$ cat src/rtl/decoder_scan_nto2n_pkg.sv
// decoder_pkg: shared types and helpers for the scanning N-to-2^N decoder.
//   state_t    : control FSM states (IDLE, SCAN, DONE)
//   dec_width  : output width for a select width n, i.e. 1 << n
//   cnt_width  : dwell counter width, clog2(dwell) but never below 1 bit
//   onehot     : 1 << sel at the widest legal width (N = 6 -> 64 bits);
//                callers truncate the result to their own 2^N width.
package decoder_pkg;

  typedef enum logic [1:0] {
    IDLE = 2'd0,
    SCAN = 2'd1,
    DONE = 2'd2
  } state_t;

  localparam int MAX_N = 6;

  function automatic int dec_width(input int n);
    return 1 << n;
  endfunction

  function automatic int cnt_width(input int dwell);
    return (dwell <= 2) ? 1 : $clog2(dwell);
  endfunction

  function automatic logic [63:0] onehot(input logic [5:0] sel);
    return 64'd1 << sel;
  endfunction

endpackage

$ cat src/rtl/decoder_scan_nto2n_if.sv
// decoder_scan_nto2n_if: load/scan control and decoded outputs of the decoder.
//   en        : block enable (low clears outputs and aborts a scan)
//   in_valid  : direct-load request, in_sel carries the code
//   in_ready  : load can be accepted this cycle
//   start     : one-cycle scan request
//   d         : one-hot or all-zero decoded output
//   d_valid   : d holds a decoded code
//   cur_sel   : binary index of the active bit of d
//   scan_done : one-cycle pulse when a scan completes
// Handshake: a load transfers on a rising edge where in_valid and in_ready
// are both high; in_ready never depends on in_valid, and the requester may
// change in_sel freely while in_valid is low.
// master = the controlling side, slave = the decoder.
interface decoder_scan_nto2n_if #(
  parameter int N = 3
);
  import decoder_pkg::*;

  localparam int W = dec_width(N);

  logic         en;
  logic         in_valid;
  logic [N-1:0] in_sel;
  logic         in_ready;
  logic         start;
  logic [W-1:0] d;
  logic         d_valid;
  logic [N-1:0] cur_sel;
  logic         scan_done;

  modport master (
    output en, in_valid, in_sel, start,
    input  in_ready, d, d_valid, cur_sel, scan_done
  );

  modport slave (
    input  en, in_valid, in_sel, start,
    output in_ready, d, d_valid, cur_sel, scan_done
  );

endinterface

$ cat src/rtl/decoder_scan_nto2n_dec.sv
// decoder_nto2n: combinational binary-to-one-hot decoder.
//   sel : N-bit binary code
//   y   : 2^N-bit one-hot, bit sel set
module decoder_nto2n
  import decoder_pkg::*;
#(
  parameter int N = 3,
  localparam int W = 1 << N
) (
  input  logic [N-1:0] sel,
  output logic [W-1:0] y
);

  // onehot() works at the widest legal width; keep only our 2^N bits.
  assign y = W'(onehot(6'(sel)));

endmodule

$ cat src/rtl/decoder_scan_nto2n.sv
// decoder_scan_nto2n: N-to-2^N one-hot decoder with registered outputs,
// a valid/ready direct-load port and a self-timed scan that walks every
// code 0..2^N-1, holding each for DWELL cycles, then pulses scan_done.
//   N (1..6)     : select width, output width 2^N
//   DWELL (>= 1) : cycles each code is held during a scan
// Ports:
//   clk       : rising-edge clock
//   rst       : asynchronous active-high reset
//   bus       : load/scan control and decoded outputs (slave side)
//   state_dbg : current FSM state, for observation only
module decoder_scan_nto2n
  import decoder_pkg::*;
#(
  parameter int N     = 3,
  parameter int DWELL = 4
) (
  input  logic                  clk,
  input  logic                  rst,
  decoder_scan_nto2n_if.slave   bus,
  output state_t                state_dbg
);

  localparam int W  = dec_width(N);
  localparam int CW = cnt_width(DWELL);

  localparam logic [N-1:0]  LAST_SEL = N'(W - 1);
  localparam logic [CW-1:0] LAST_CNT = CW'(DWELL - 1);

  state_t          state_q, state_n;
  logic [CW-1:0]   cnt_q, cnt_n;
  logic [W-1:0]    d_q, d_n;
  logic            d_valid_q, d_valid_n;
  logic [N-1:0]    cur_q, cur_n;
  logic            done_q, done_n;

  logic [W-1:0]    dec_y;
  logic            in_ready;
  logic            accept;
  logic            dwell_end;
  logic            last_code;

  decoder_nto2n #(.N(N)) u_dec (
    .sel (bus.in_sel),
    .y   (dec_y)
  );

  // start has priority over a load in the same cycle, so it blocks ready.
  assign in_ready  = (state_q == IDLE) && bus.en && !bus.start;
  assign accept    = bus.in_valid && in_ready;
  assign dwell_end = (cnt_q == LAST_CNT);
  assign last_code = (cur_q == LAST_SEL);

  // State register
  always_ff @(posedge clk or posedge rst) begin
    if (rst) begin
      state_q <= IDLE;
    end else begin
      state_q <= state_n;
    end
  end

  // Next-state logic
  always_comb begin
    state_n = state_q;
    if (!bus.en) begin
      state_n = IDLE;
    end else begin
      case (state_q)
        IDLE:    if (bus.start) state_n = SCAN;
        SCAN:    if (dwell_end && last_code) state_n = DONE;
        DONE:    state_n = IDLE;
        default: state_n = IDLE;
      endcase
    end
  end

  // Output logic: next values of the output registers and dwell counter.
  // The DONE-cycle outputs are produced on the edge that enters DONE.
  always_comb begin
    d_n       = d_q;
    d_valid_n = d_valid_q;
    cur_n     = cur_q;
    cnt_n     = cnt_q;
    done_n    = 1'b0;
    if (!bus.en) begin
      d_n       = '0;
      d_valid_n = 1'b0;
      cur_n     = '0;
      cnt_n     = '0;
    end else begin
      case (state_q)
        IDLE: begin
          if (bus.start) begin
            d_n       = W'(1);
            d_valid_n = 1'b1;
            cur_n     = '0;
            cnt_n     = '0;
          end else if (accept) begin
            d_n       = dec_y;
            d_valid_n = 1'b1;
            cur_n     = bus.in_sel;
          end
        end
        SCAN: begin
          if (dwell_end) begin
            cnt_n = '0;
            if (last_code) begin
              d_n       = '0;
              d_valid_n = 1'b0;
              cur_n     = '0;
              done_n    = 1'b1;
            end else begin
              d_n   = d_q << 1;
              cur_n = cur_q + N'(1);
            end
          end else begin
            cnt_n = cnt_q + CW'(1);
          end
        end
        DONE: begin
          cnt_n = '0;
        end
        default: begin
          d_n       = '0;
          d_valid_n = 1'b0;
          cur_n     = '0;
          cnt_n     = '0;
        end
      endcase
    end
  end

  // Output registers and dwell counter
  always_ff @(posedge clk or posedge rst) begin
    if (rst) begin
      d_q       <= '0;
      d_valid_q <= 1'b0;
      cur_q     <= '0;
      cnt_q     <= '0;
      done_q    <= 1'b0;
    end else begin
      d_q       <= d_n;
      d_valid_q <= d_valid_n;
      cur_q     <= cur_n;
      cnt_q     <= cnt_n;
      done_q    <= done_n;
    end
  end

  assign bus.in_ready  = in_ready;
  assign bus.d         = d_q;
  assign bus.d_valid   = d_valid_q;
  assign bus.cur_sel   = cur_q;
  assign bus.scan_done = done_q;
  assign state_dbg     = state_q;

endmodule
$ cat src/flat_wrapper.sv
// flat-port wrapper written by rule: the top's interface ports become plain ports
module decoder_scan_nto2n_flat import decoder_pkg::*;
#(
  parameter int N     = 3,
  parameter int DWELL = 4
)
  (clk, rst, state_dbg, bus_en, bus_in_valid, bus_in_sel, bus_start, bus_in_ready, bus_d, bus_d_valid, bus_cur_sel, bus_scan_done);
  decoder_scan_nto2n_if #(.N(N)) bus_i ();
  input  logic clk;
  input  logic rst;
  output state_t state_dbg;
  input wire logic [$bits(bus_i.en)-1:0] bus_en;
  input wire logic [$bits(bus_i.in_valid)-1:0] bus_in_valid;
  input wire logic [$bits(bus_i.in_sel)-1:0] bus_in_sel;
  input wire logic [$bits(bus_i.start)-1:0] bus_start;
  output wire logic [$bits(bus_i.in_ready)-1:0] bus_in_ready;
  output wire logic [$bits(bus_i.d)-1:0] bus_d;
  output wire logic [$bits(bus_i.d_valid)-1:0] bus_d_valid;
  output wire logic [$bits(bus_i.cur_sel)-1:0] bus_cur_sel;
  output wire logic [$bits(bus_i.scan_done)-1:0] bus_scan_done;
  assign bus_i.en = bus_en;
  assign bus_i.in_valid = bus_in_valid;
  assign bus_i.in_sel = bus_in_sel;
  assign bus_i.start = bus_start;
  assign bus_in_ready = bus_i.in_ready;
  assign bus_d = bus_i.d;
  assign bus_d_valid = bus_i.d_valid;
  assign bus_cur_sel = bus_i.cur_sel;
  assign bus_scan_done = bus_i.scan_done;
  decoder_scan_nto2n #(.N(N), .DWELL(DWELL)) u_core (.clk(clk), .rst(rst), .bus(bus_i), .state_dbg(state_dbg));
endmodule
$ cat config.mk
export PLATFORM = sky130hd
export DESIGN_NAME = decoder_scan_nto2n_flat
export DESIGN_NICKNAME = d
export VERILOG_FILES = /design/src/rtl/decoder_scan_nto2n_pkg.sv /design/src/rtl/decoder_scan_nto2n_if.sv /design/src/rtl/decoder_scan_nto2n_dec.sv /design/src/rtl/decoder_scan_nto2n.sv /design/src/flat_wrapper.sv
export SDC_FILE = /design/constraint.sdc
export NUM_CORES = 1
export LEC_CHECK = 0
export CAP_MARGIN = 10
export CORE_ASPECT_RATIO = 1.5
export CORE_UTILIZATION = 45
export DETAILED_ROUTE_END_ITERATION = 6
export GPL_TIMING_DRIVEN = 0
export PLACE_DENSITY = 0.82
export REMOVE_ABC_BUFFERS = 1
export SLEW_MARGIN = 20
export SYNTH_ARGS = -nofsm -noshare
export SYNTH_HDL_FRONTEND = slang
export SYNTH_HIERARCHICAL = 1
export SYNTH_SLANG_ARGS = --single-unit
$ cat constraint.sdc
create_clock -name clk -period 2 [get_ports clk]
set_input_delay 0.3 -clock clk [delete_from_list [all_inputs] [get_ports clk]]
set_output_delay 0.3 -clock clk [all_outputs]
set_load 0.1 [all_outputs]
==> summary.txt <==
Run status
  • Status: complete, no violations

Worst setup path
  • Critical path type: flip-flop to output pin
  • CP max stage cell: dlygate4sd2_1
  • R2R cell count: 5
  • Critical Path RT: 1.70 ns
  • Worst setup SP type: flip-flop
  • CP delay by family, top: buffers and inverters
  • CP cell instances: dlygate4sd2_1
  • Worst r2r dst: u_core/bus.d[7]
  • Number of buffers and inverters on the critical path: 1
  • Slowest cell delay on critical path: 0.87 ns
  • Worst Path Arrival: 1.60 ns
  • Critical Path End Type: output pin
  • Worst-path fanout max: 4
  • R2r startpoint: u_core/cnt_q[0]
  • Reg-to-reg setup timing slack: 0.25 ns

Timing
  • Final Skew: 0.00573 ns
  • Unrepaired setup endpoints after global routing: false
  • Final Hold Fails: 0
  • Fin crit share: 0.948
  • Final setup TNS: 0 ns
  • Slew @ Worst Pin: 0.953 ns
  • Setup violations, final: 0
  • Hold slack: 0.384 ns
  • F_max: 527 MHz
  • Relative slew slack: 0.367
  • Min Tclk post-route: 1.90 ns
  • Max-slew violations: 0
  • Fin worst setup slack: 0.103 ns

Routing
  • Post-DRT Antenna Nets: 0
  • Metal2 WL: 947 um
  • Highest routed layer: met4
  • Final WL: 2.08 mm
  • Drt pass-1 iters: 2
  • Met3 wire len: 67 um
  • DRC Markers: 0
  • Vias: 784
  • Detailed Route Iter0 Violations: 20
  • Post-route met1 wirelength: 1.01 mm
  • Vias per inst: 5.72
  • Drt wl/cell: 15.2 um

Global routing
  • Initial antenna violation count: 0
  • GR Overflow Total: 0
  • Largest net degree at the start of global routing: 23
  • Vias in the first global route: 758
  • First-pass GRT wire length: 3.61 mm
  • GRT Total Usage: 0.185

Placement
  • Port bufs: 23
  • Final Wtd Congestion: 0.760
  • Placed cell count: 130
  • DP Area: 1290 sq um
  • Pre-CTS WS: -0.938 ns
  • DPL Wire Length: 1.38 mm

Clock tree
  • CTS tree: done
  • Clock buffer count from CTS: 3
  • Clock sink count: 17
  • H-tree depth: 1
  • Clk root buf: clkbuf_4
  • Clock Latency Late Sink: 0.30 ns
  • CTS Hold Buffers Added: 0
  • Clk buf depth: 2
  • Reg clk slew, reported paths: 0.11 ns

Synth
  • Synthesis Warnings: 6
  • Post-Synthesis Cells: 90
  • Seq/Total Area, Yosys: 0.395
  • Post-synth cell types: 28
  • Seq cells post-synth: 17
  • Synth Area per Inst: 12.0 sq um
  • Mapped Area: 1080 sq um

Pwr
  • Switching Share: 0.380
  • Int Pwr: 517 uW
  • Leak Pwr: 0.668 nW
  • Part of the power in registers: 0.457
  • Final Power: 834 uW
  • Combinational Power Share: 0.313
  • Power Dens Cells: 624 nW/um^2
  • Switching power: 317 uW
  • Clock group share of total power: 0.230
  • VDD IR max: 0.598 mV

Floorplanning
  • Core area: 2230 sq um
  • Die X: 41.9 um
  • Site Rows: 21
  • Die area: 2590 sq um
  • Initial Util: 0.482
  • Die height: 61.9 um
  • IO Count: 24

Final layout
  • Area growth from synthesis to layout: 24.1%
  • Layout net count: 127
  • Antenna cell count: 0
  • Design area: 1340 sq um
  • Final non-filler cell total: 137
  • Finished Core Util: 0.598
  • Fraction of layout cells with a size suffix above 1: 0.351

Worst hold path
  • Hold Crit Class: input pin to asynchronous set/reset pin

Flow run
  • Max_cap viols: 0
## metal layers
layer / track usage / vias to the layer above
met1: 0.248 / 382
met2: 0.292 / 15
met4: 0.111 / 0
li1: - / 383
met5: 0 / -
met3: 0.0202 / 4
## cells by family after synthesis
group / after synthesis / synth area share
simple gates: 31 / 0.230
compound gates: 18 / 0.131
flops: 17 / 0.395
buf+inv: 10 / 0.0639
mux: 10 / 0.133
fa+ha+maj: 4 / 0.0465
## layout by cell type, fill, tap and decap left out, types with 3 or more instances in the layout
cell,count
nand3b_1,6
or3b_2,6
nor3b_1,3
mux2_4,8
clkbuf_4,3
clkdlybuf4s50_1,6
nor2_1,4
ha_1,4
dlygate4sd2_1,14
and3_2,3
a21oi_1,7
and3b_2,3
inv_1,4
a22o_2,5
dfrtp_1,16
## final cells by class
type	instances	area, sq um
inverter	4	15.0
fill	199	898
sequential	17	427
tap	23	28.8
timing repair buffer	26	245
clock inverter	1	5.00
clock buffer	3	22.5
multi-input combinational	63	592
## what timing repair did
action	4_1_cts	5_1_grt
endpoints found under the setup margin	26	2
pin swaps	2	1
resized for setup	27	1
buffers inserted	2	1
endpoints found under the hold margin	0	0
## flip-flops by register name, summed over array words and instances, names as in the netlist
register / cells
u_core/bus.scan_done: 1
u_core/cnt_q: 2
u_core/state_dbg: 2
u_core/bus.d: 8
u_core/bus.cur_sel: 3
u_core/bus.d_valid: 1
## power by group through the flow
| stage | Combinational [mW] | Sequential [mW] | Clock, mW |
|---|---|---|---|
| floorplan | 0.0810 | 0.495 | 0 |
| CTS | 0.260 | 0.382 | 0.195 |
| detailed placement | 0.261 | 0.388 | 0 |
| global placement | 0.257 | 0.387 | 0 |
| global route | 0.274 | 0.386 | 0.211 |
| finish | 0.261 | 0.381 | 0.191 |
## Yosys cell counts
library cell	number	area [sq um]
a21oi_1	7	35.0
a22o_2	5	50.1
a311oi_1	1	8.76
a32o_1	1	10.0
and3_2	3	22.5
and3b_1	1	8.76
and3b_2	3	30.0
buf_2	1	5.00
buf_6	4	45.0
clkbuf_1	1	3.75
dfrtp_1	17	425
ha_1	4	50.1
inv_1	4	15.0
mux2_2	2	22.5
mux2_4	8	120
nand2b_1	1	6.26
nand3b_1	6	45.0
nor2_1	4	15.0
nor3_1	1	5.00
nor3b_1	3	22.5
nor4b_4	1	23.8
o211ai_1	1	7.51
o21ai_0	1	5.00
o311ai_2	1	16.3
o32ai_1	1	8.76
or3_1	1	6.26
or3b_2	6	52.6
or4b_1	1	10.0
## worst max path at each step
stage                                     start               endpoint  cells after the start
after global placement                bus_start           bus_in_ready                      3
after floorplan             u_core/state_dbg[0]  u_core/bus.cur_sel[2]                      3
after detailed placement              bus_start           bus_in_ready                      3
after global routing      u_core/bus.cur_sel[2]         bus_cur_sel[2]                      1
after CTS                   u_core/state_dbg[1]           state_dbg[1]                      1
final                     u_core/bus.cur_sel[2]         bus_cur_sel[2]                      1
Power figures use the tool's default switching activity.
